<file path="config.mk">
export PLATFORM = sky130hd
export DESIGN_NAME = uart_cmd_ctrl
export DESIGN_NICKNAME = d
export VERILOG_FILES = /design/src/rtl/uart_cmd_ctrl.sv
export SDC_FILE = /design/constraint.sdc
export NUM_CORES = 1
export LEC_CHECK = 0
export CAP_MARGIN = 30
export CELL_PAD_IN_SITES_DETAIL_PLACEMENT = 2
export CELL_PAD_IN_SITES_GLOBAL_PLACEMENT = 2
export CORE_MARGIN = 2
export CORE_UTILIZATION = 40
export CTS_CLUSTER_SIZE = 25
export DETAILED_ROUTE_END_ITERATION = 16
export PLACE_DENSITY_LB_ADDON = 0.1
export SYNTH_ARGS = -nofsm -noshare
export SYNTH_HDL_FRONTEND = slang
export SYNTH_SLANG_ARGS = --single-unit
</file>
<file path="constraint.sdc">
create_clock -name CLK -period 3.9 [get_ports CLK]
set_clock_uncertainty 0.15 [all_clocks]
set_input_delay 0.975 -clock CLK [delete_from_list [all_inputs] [get_ports CLK]]
set_output_delay 0.975 -clock CLK [all_outputs]
set_load 0.01 [all_outputs]
</file>
<file path="src/rtl/uart_cmd_ctrl.sv">
`default_nettype none
// ============================================================================
// Module   : uart_cmd_ctrl
// Purpose  : Line-oriented UART command controller. Collects and edits an
//            ASCII line, parses "rd AAAA" / "wr AAAA DD" / "stop", performs
//            one register-bus access and returns a CRLF-terminated reply.
// Revision : 1.0  initial release
// ============================================================================
module uart_cmd_ctrl #(
  parameter int LINE_MAX = 16,  // must be >= 10 to hold a write command
  parameter int RD_LAT   = 2,
  parameter int TX_GAP   = 16
) (
  input  logic        CLK,
  input  logic        RST_N,
  input  logic        iRX_DE,
  input  logic [7:0]  iRX_DATA,
  output logic        oTX_DE,
  output logic [7:0]  oTX_DATA,
  input  logic        iTX_BUSY,
  output logic [15:0] oREG_ADDR,
  output logic [7:0]  oREG_WDATA,
  output logic        oREG_WE,
  output logic        oREG_RE,
  input  logic [7:0]  iREG_RDATA,
  output logic        oSTOP,
  output logic        oOVERRUN
);

  localparam int CNT_W = $clog2(LINE_MAX + 1);
  localparam int IDX_W = (LINE_MAX > 1) ? $clog2(LINE_MAX) : 1;
  localparam int LAT_W = $clog2(RD_LAT + 1);
  localparam int GAP_W = $clog2(TX_GAP + 1);
  localparam logic [CNT_W-1:0] c_line_max = CNT_W'(LINE_MAX);
  localparam logic [LAT_W-1:0] c_rd_lat   = LAT_W'(RD_LAT);
  localparam logic [GAP_W-1:0] c_gap_last = GAP_W'(TX_GAP - 1);

  typedef enum logic [2:0] {
    S_COLLECT = 3'd0,
    S_PARSE   = 3'd1,
    S_READ    = 3'd2,
    S_WRITE   = 3'd3,
    S_TX      = 3'd4
  } state_t;

  state_t             r_state, w_state_nxt;
  logic [7:0]         r_buf [LINE_MAX];
  logic [CNT_W-1:0]   r_cnt;
  logic               r_lerr;
  logic [15:0]        r_addr;
  logic [7:0]         r_wdata;
  logic [LAT_W-1:0]   r_lat_cnt;
  logic [7:0]         r_rep0, r_rep1;
  logic [1:0]         r_tx_idx;
  logic               r_in_gap;
  logic [GAP_W-1:0]   r_gap_cnt;
  logic               r_tx_de;
  logic [7:0]         r_tx_data;
  logic               r_overrun;

  // Decode one ASCII hex digit: {valid, nibble}. Letters are case-insensitive.
  function automatic logic [4:0] hex_nib(input logic [7:0] c);
    if (c >= 8'h30 && c <= 8'h39)      return {1'b1, c[3:0]};
    else if ((c >= 8'h41 && c <= 8'h46) || (c >= 8'h61 && c <= 8'h66))
                                       return {1'b1, c[3:0] + 4'd9};
    else                               return 5'd0;
  endfunction

  // Nibble to uppercase ASCII hex.
  function automatic logic [7:0] to_hex(input logic [3:0] n);
    return (n < 4'd10) ? (8'h30 + {4'h0, n}) : (8'h37 + {4'h0, n});
  endfunction

  logic [4:0] w_h3, w_h4, w_h5, w_h6, w_h8, w_h9;
  logic       w_rd_ok, w_wr_ok, w_stop_ok;
  logic       w_is_bs, w_is_eol, w_line_empty;
  logic [7:0] w_tx_byte;

  assign w_h3 = hex_nib(r_buf[3]);
  assign w_h4 = hex_nib(r_buf[4]);
  assign w_h5 = hex_nib(r_buf[5]);
  assign w_h6 = hex_nib(r_buf[6]);
  assign w_h8 = hex_nib(r_buf[8]);
  assign w_h9 = hex_nib(r_buf[9]);

  // Exact-match parsers; a line with an overflow error never matches.
  assign w_rd_ok = !r_lerr && (r_cnt == CNT_W'(7)) &&
                   (r_buf[0] == 8'h72) && (r_buf[1] == 8'h64) && (r_buf[2] == 8'h20) &&
                   w_h3[4] && w_h4[4] && w_h5[4] && w_h6[4];
  assign w_wr_ok = !r_lerr && (r_cnt == CNT_W'(10)) &&
                   (r_buf[0] == 8'h77) && (r_buf[1] == 8'h72) && (r_buf[2] == 8'h20) &&
                   w_h3[4] && w_h4[4] && w_h5[4] && w_h6[4] &&
                   (r_buf[7] == 8'h20) && w_h8[4] && w_h9[4];
  assign w_stop_ok = !r_lerr && (r_cnt == CNT_W'(4)) &&
                     (r_buf[0] == 8'h73) && (r_buf[1] == 8'h74) &&
                     (r_buf[2] == 8'h6F) && (r_buf[3] == 8'h70);

  assign w_is_bs      = (iRX_DATA == 8'h08);
  assign w_is_eol     = (iRX_DATA == 8'h0A) || (iRX_DATA == 8'h0D);
  assign w_line_empty = (r_cnt == '0) && !r_lerr;

  // Reply bytes: two payload characters followed by CR LF.
  always_comb begin
    w_tx_byte = 8'h0A;
    case (r_tx_idx)
      2'd0:    w_tx_byte = r_rep0;
      2'd1:    w_tx_byte = r_rep1;
      2'd2:    w_tx_byte = 8'h0D;
      default: w_tx_byte = 8'h0A;
    endcase
  end

  // State register.
  always_ff @(posedge CLK or negedge RST_N) begin
    if (!RST_N) r_state <= S_COLLECT;
    else        r_state <= w_state_nxt;
  end

  // Next-state logic.
  always_comb begin
    w_state_nxt = r_state;
    case (r_state)
      S_COLLECT: if (iRX_DE && w_is_eol && !w_line_empty) w_state_nxt = S_PARSE;
      S_PARSE:   w_state_nxt = w_rd_ok ? S_READ : (w_wr_ok ? S_WRITE : S_TX);
      S_READ:    if (r_lat_cnt == c_rd_lat) w_state_nxt = S_TX;
      S_WRITE:   w_state_nxt = S_TX;
      S_TX:      if (!r_in_gap && !iTX_BUSY && r_tx_idx == 2'd3) w_state_nxt = S_COLLECT;
      default:   w_state_nxt = S_COLLECT;
    endcase
  end

  // Line storage; contents beyond r_cnt are don't-care so no reset is needed.
  always_ff @(posedge CLK) begin
    if (r_state == S_COLLECT && iRX_DE && !w_is_bs && !w_is_eol && r_cnt < c_line_max)
      r_buf[r_cnt[IDX_W-1:0]] <= iRX_DATA;
  end

  // Datapath: line edit, bus sequencing, reply build and byte pacing.
  always_ff @(posedge CLK or negedge RST_N) begin
    if (!RST_N) begin
      r_cnt     <= '0;
      r_lerr    <= 1'b0;
      r_addr    <= '0;
      r_wdata   <= '0;
      r_lat_cnt <= '0;
      r_rep0    <= '0;
      r_rep1    <= '0;
      r_tx_idx  <= '0;
      r_in_gap  <= 1'b0;
      r_gap_cnt <= '0;
      r_tx_de   <= 1'b0;
      r_tx_data <= '0;
      r_overrun <= 1'b0;
    end else begin
      r_tx_de <= 1'b0;
      if (iRX_DE && r_state != S_COLLECT) r_overrun <= 1'b1;
      case (r_state)
        S_COLLECT: begin
          if (iRX_DE) begin
            if (w_is_bs) begin
              if (r_cnt != '0) r_cnt <= r_cnt - 1'b1;
            end else if (!w_is_eol) begin
              if (r_cnt < c_line_max) r_cnt <= r_cnt + 1'b1;
              else                    r_lerr <= 1'b1;
            end
          end
        end
        S_PARSE: begin
          r_tx_idx  <= '0;
          r_in_gap  <= 1'b0;
          r_lat_cnt <= '0;
          if (w_rd_ok) begin
            r_addr <= {w_h3[3:0], w_h4[3:0], w_h5[3:0], w_h6[3:0]};
          end else if (w_wr_ok) begin
            r_addr  <= {w_h3[3:0], w_h4[3:0], w_h5[3:0], w_h6[3:0]};
            r_wdata <= {w_h8[3:0], w_h9[3:0]};
          end else begin
            r_rep0 <= w_stop_ok ? 8'h4F : 8'h4E;  // 'O' / 'N'
            r_rep1 <= w_stop_ok ? 8'h4B : 8'h47;  // 'K' / 'G'
          end
        end
        S_READ: begin
          r_lat_cnt <= r_lat_cnt + 1'b1;
          if (r_lat_cnt == c_rd_lat) begin
            r_rep0 <= to_hex(iREG_RDATA[7:4]);
            r_rep1 <= to_hex(iREG_RDATA[3:0]);
          end
        end
        S_WRITE: begin
          r_rep0 <= 8'h4F;
          r_rep1 <= 8'h4B;
        end
        S_TX: begin
          if (!r_in_gap) begin
            if (!iTX_BUSY) begin
              r_tx_de   <= 1'b1;
              r_tx_data <= w_tx_byte;
              if (r_tx_idx == 2'd3) begin
                r_cnt  <= '0;
                r_lerr <= 1'b0;
              end else begin
                r_tx_idx  <= r_tx_idx + 1'b1;
                r_in_gap  <= 1'b1;
                r_gap_cnt <= '0;
              end
            end
          end else if (r_gap_cnt == c_gap_last) begin
            r_in_gap <= 1'b0;
          end else begin
            r_gap_cnt <= r_gap_cnt + 1'b1;
          end
        end
        default: ;
      endcase
    end
  end

  assign oTX_DE     = r_tx_de;
  assign oTX_DATA   = r_tx_data;
  assign oREG_ADDR  = r_addr;
  assign oREG_WDATA = r_wdata;
  assign oREG_WE    = (r_state == S_WRITE);
  assign oREG_RE    = (r_state == S_READ) && (r_lat_cnt == '0);
  assign oSTOP      = (r_state == S_PARSE) && w_stop_ok;
  assign oOVERRUN   = r_overrun;

endmodule
`default_nettype wire

</file>
==> metrics.txt, run 1 <==
setup violators final=0; port bufs=55; share of the synthesized area in the top cell type=34.7%; hold path cells=2; root buf cell=clkbuf_16; Crit. path cell count=5; # diodes=0; # IOs=57; status=finished, final reports clean; CP required=2.77 ns; CTS tree=yes; largest delay contributor family on the critical path=simple AND/OR/NAND/NOR gates; reg2reg path depth=6; post-DR wirelength/cell=21.8 um; Synth Flop Type=edfxtp_1; die height=approximately 140 um; Slew Viols, Final=0; TritonRoute pass-1 iters=4; final WL=19800 um; Ys Warns=0; Peak VDD IR=0.285 mV; crit path from=r_cnt[4]; Die ar.=18400 um^2; Syn Inst Count=576; number of H-tree levels=4; Cell Pwr Density=438 nW/um^2; cells along the critical path=nor4b_1 > nand4_1 > nor2_2 > and3_1 > clkdlybuf4s50_1; RSZ-0062 raised after global routing=no; Fin Setup TNS=0 ns; crit start category=flip-flop; antenna violations before repair=0; Core Util, Final=around half; Cell variety after synth=72; pin slew with the least headroom to its limit=slightly below 1 ns; Total GRT Usage=23.1%; Post-DP HPWL=14000 um; Min Hold Slack=0.333 ns; clock buffer depth=2; max_cap viols=0; layout cells sized above 1=14.2%; crit end category=output port; first-pass GRT wire length=roughly 32000 um; EDFF count, synth=80; Vias=roughly 5100; cts-stage hold buffer count=0; Cell Rows=48; DRT iter0 DRCs=211; post-synthesis sequential area ratio=between 50% and 60%; core area=around 17000 um^2; Reg-to-Reg Start=r_buf[4][3]; post-synthesis async set-or-reset flop share=45.2%; Die X-Extent=136 um; Inserted Clock Buffers=17; crit path capture=oSTOP; clk sink count=146; post-CTS repair timing setup buffer count=0; largest net degree at the start of global routing=33; vias in the first global route=around 5700; Slowest-stage cell, CP=clkdlybuf4s50_1; nets@finish=723; Synth Register Bits=around 150; area of the mapped netlist=6930 um^2; Final Wtd Congestion=0.797; slew margin rel.=32.5%; crit path max fanout=6; post-synth net total=628; top cells by area, synth=edfxtp_1, dfrtp_1, ha_1; Hold Path Class=reg2reg; worst skew pair latency=0.43 ns; Lkg Pwr=0.00345 uW; Starting Density=40.5%; final worst path period share=a little over nine tenths; Worst-path clk slew=0.07 ns; Via density=5.57; filler cell count=around 1700; flop2flop setup slack=around 0.55 ns; Setup CP Type=reg2out; Synth area leader=edfxtp_1; Max stage delay on crit path=0.54 ns; min Tclk post-route=between 3 and 4 ns; CP arrival=2.60 ns; RR Endpoint=oREG_WDATA[2]; syn_area_per_cell=12.0 um^2; DRC Markers=0; f_max=0.268 GHz; antenna-violating nets left=0; Pwr Total=between 3000 and 4000 uW; area grow syn2layout=23.6%; GR Overflow Total=0; Final Hold Vio Count=0; Buf/Inv on CP=1
metal layers:
layer | part of all wire, % | global-route usage [%] | vias to the layer above
li1 | - | - | 2331
met1 | 45 | 29.4 | 2632
met2 | 52 | 40.7 | 80
met3 | 2.8 | 4.53 | 20
met4 | 1.1 | 5.61 | 0
met5 | 0 | 0 | -
flip-flops by register name (all words and copies together) (netlist names), 2 cells and up:
name,cells
r_rep0,7
oREG_ADDR,16
r_cnt,5
oREG_WDATA,8
r_gap_cnt,5
r_lat_cnt,2
r_rep1,7
r_buf,80
r_tx_idx,2
r_state,3
oTX_DATA,7
through the flow:
stage | instances | area [um^2] | setup slack, ns
after floorplan | 576 | 6930 | 0.781
after global placement | 877 | 7940 | 0.383
after detailed placement | 877 | 7940 | 0.258
after CTS | 909 | 8550 | 0.0311
after global routing | 909 | 8560 | 0.0197
final | 909 | 8560 | 0.175
how the worst min path moves through the flow:
stage                             from            to  slack [ns]
after floorplan           r_lat_cnt[0]  r_lat_cnt[0]        0.31
final                      oTX_DATA[0]   oTX_DATA[0]        0.33
after global placement        oOVERRUN      oOVERRUN        0.31
after detailed placement   oTX_DATA[0]   oTX_DATA[0]        0.32
after global routing       oTX_DATA[0]   oTX_DATA[0]        0.38
after CTS                  oTX_DATA[0]   oTX_DATA[0]        0.34
synthesized netlist by cell type (4+ instances only):
cell type / count
nand2b_1: 4
nor3_1: 9
mux2_2: 8
and2_1: 5
a21oi_1: 29
mux2i_1: 4
edfxtp_1: 80
inv_1: 40
nor2_1: 38
and3_1: 4
a22oi_1: 5
o21bai_1: 9
xnor2_1: 4
o31ai_1: 8
nor4b_1: 8
a31oi_1: 4
nor3b_1: 5
nor4_1: 4
o22ai_1: 5
nand4_1: 6
clkbuf_1: 8
nand2_1: 53
ha_1: 31
mux2_4: 13
a21o_1: 8
o21ai_0: 42
nand3_1: 7
dfrtp_1: 66
area by class of cell:
type / instances / area (um^2) / share of cell area (%)
tap: 225 / 282 / 3.29
inverter: 40 / 150 / 1.75
timing repair buffer: 88 / 806 / 9.41
multi-input combinational: 378 / 2660 / 31.0
clock buffer: 17 / 425 / 4.97
sequential: 146 / 4050 / 47.4
clock inverter: 15 / 186 / 2.18
cells by family (layout without fill, tap and decap cells):
| family | Yosys count | count (layout) | synth area share [%] |
|---|---|---|---|
| DFF | 146 | 146 | 58.5 |
| other | 1 | 1 | 0.0541 |
| AOI/OAI and AO/OA | 147 | 147 | 14.1 |
| xor gates and xnor gates | 7 | 7 | 0.885 |
| buffers and inverters | 52 | 160 | 3.22 |
| muxes | 25 | 25 | 4.70 |
| and+or+nand+nor | 166 | 166 | 12.6 |
| adders and majority gates | 32 | 32 | 5.89 |
placed cells by master, fill, tap and decap left out, types with 6 or more instances in the layout:
cell	n
o31ai_1	8
a21o_1	8
clkbuf_16	17
dfrtp_1	66
buf_4	32
nor3_1	9
clkdlybuf4s50_1	54
o21bai_1	9
nand4_1	6
nand2_1	53
inv_1	40
mux2_2	8
nand3_1	7
o21ai_0	42
nor4b_1	8
ha_1	31
a21oi_1	29
nor2_1	37
mux2_4	13
edfxtp_1	80
where the power goes:
part           total (uW)  switching (uW)  internal [uW]
logic                 334             201            133
registers            1730            44.3           1680
clock network        1680             760            924
total                3750            1010           2740
repair_timing:
item,4_1_cts,5_1_grt
hold endpoints to repair,0,0
resized for setup,0,2
setup endpoints to repair,0,1
worst min-delay path: stages, from the launching register on:
cell and delay [ns]:
dfrtp_1 0.35, nand2_1 0.05, o31ai_1 0.05
(Power assumes the default switching activity.)
==> inputs of run 2 (changes only) <==
Settings changed: CORE_MARGIN 2 to 3, SETUP_SLACK_MARGIN set to 0.4.
==> metrics.txt, run 2 (synthesis results as in run 1) <==
status=finished, final reports clean; max reg flops=80; DRT iter0 DRCs=around 320; slew margin rel.=between 20% and 30%; crit start category=flip-flop; crit path max fanout=2; Post-DP HPWL=14600 um; Worst-path clk slew=0.06 ns; CP required=2.77 ns; Setup CP Type=reg2out; Peak VDD IR=0.392 mV; Total GRT Usage=22.5%; clock buffer depth=2; Pwr Total=roughly 3600 uW; nets@finish=726; Reg-to-Reg Start=r_buf[3][0]; # diodes=0; core area=16800 um^2; GR Util met1=30.7%; die height=about 140 um; hold path cells=1; Inserted Clock Buffers=17; port bufs=55; most common cell after layout, fill and taps aside=edfxtp_1; setup violators final=0; Final Instance Area=8520 um^2; clk sink count=146; pin slew with the least headroom to its limit=around 1.1 ns; area grow syn2layout=23.1%; final worst path period share=about 87%; Die ar.=18900 um^2; GR Overflow Total=0; TritonRoute pass-1 iters=5; layout cells sized above 1=14.8%; final WL=20000 um; max_cap viols=0; CP arrival=~2.3 ns; min Tclk post-route=3.41 ns; crit end category=output port; worst skew pair latency=0.43 ns; # IOs=57; number of H-tree levels=4; Hold Path End=oOVERRUN; Cell Pwr Density=423 nW/um^2; post-DR wirelength/cell=roughly 22 um; busiest layer in global routing=met2; Area after DPL=7930 um^2; reg2reg path depth=8; first-pass GRT wire length=between 30000 and 40000 um; antenna-violating nets left=0; vias in the first global route=5582; Final Hold Vio Count=0; Hold Crit Start=oOVERRUN; Lkg Pwr=0.00342 uW; flop2flop setup slack=0.60 ns; antenna violations before repair=0; Die X-Extent=roughly 140 um; largest net degree at the start of global routing=33; Vias=5078; Via density=5.60; Hold Path Class=reg2reg; Cell Rows=47; met2 Usage GRT=between 30 and 40%; M3 GR Usage=5.19%; Starting Density=approximately 41%; root buf cell=clkbuf_16; DRC Markers=0; f_max=0.293 GHz; RSZ-0062 raised after global routing=no; RR Endpoint=oREG_WDATA[6]; Slew Viols, Final=0; Final Wtd Congestion=around 0.8; CTS tree=yes; commonest non-fill, non-tap cells in the layout=edfxtp_1, dfrtp_1, nand2_1, clkdlybuf4s50_1, o21ai_0; Fin Setup TNS=0 ns
[run 2: changes by cell type in the layout (fill, tap and decap cells not counted), sizes merged]
| cell | delta |
|---|---|
| clkinvlp | +5 |
| buf | +3 |
| inv | -3 |
| bufinv | -1 |
| clkdlybuf4s50 | -1 |
| clkinv | -1 |
| dlygate4sd2 | +1 |
[run 2: where the power goes]
part	internal (uW)	switching (uW)	leakage [uW]
sequential	1690	43.9	0.00156
clock	829	708	0.000253
combinational	136	203	0.00161
[run 2: worst max-delay path by stage]
| stage | startpoint | depth (start not counted) | end | slack [ns] |
|---|---|---|---|---|
| 6_report | r_buf[3][2] | 6 | oSTOP | 0.49 |
| 5_1_grt | r_buf[3][2] | 6 | oSTOP | 0.41 |
| 4_1_cts | r_buf[5][1] | 8 | oREG_WDATA[6] | 0.41 |
| 3_5_place_dp | iRX_DATA[2] | 7 | r_buf[3][3] | 0.15 |
| 3_3_place_gp | iRX_DATA[2] | 7 | r_buf[3][1] | 0.31 |
| 2_1_floorplan | iRX_DATA[2] | 4 | r_buf[8][0] | 0.78 |
[run 2: through the flow]
stage,setup WS [ns],std cells,utilization [%],hold slack (ns)
final,0.492,907,50.9,0.337
after floorplan,0.781,576,-,0.309
after global placement,0.312,872,47.3,0.310
after detailed placement,0.147,872,47.3,0.328
after global routing,0.405,907,50.9,0.375
after CTS,0.407,905,50.7,0.346
[run 2: area by class of cell]
type | instances | area (um^2)
inverters | 40 | 150
multi-input cells | 378 | 2670
flip-flops and latches | 146 | 4050
well taps | 220 | 275
repair buffers | 91 | 827
fillers | 1679 | 8240
clock buffers | 17 | 425
clock inverters | 15 | 125
[run 2: repair_timing]
item                                    4_1_cts  5_1_grt
endpoints found under the setup margin        1       27
hold endpoints to repair                      0        0
hold buffers                                  0        0
resized for setup                             4        1
buffers inserted                              1        2
pin swaps                                     1        1
[run 2: critical path, cell delays in order (launching register included)]
cell,delay [ns]
edfxtp_1,0.43
and4b_1,0.28
nand4b_1,0.14
nor4_2,0.35
buf_4,0.18
and3_1,0.20
dlygate4sd2_1,0.28
[run 2: layer usage]
metal	vias up	share of wire [%]
met2	114	49
li1	2338	-
met1	2611	46
met5	-	0
met4	0	1.1
met3	15	3.8
==> inputs of run 3 (changes only) <==
Settings changed: CTS_CLUSTER_SIZE 25 to 8.
==> results of run 3 <==
The final DEF is identical to that of run 2; final timing and power are the same.
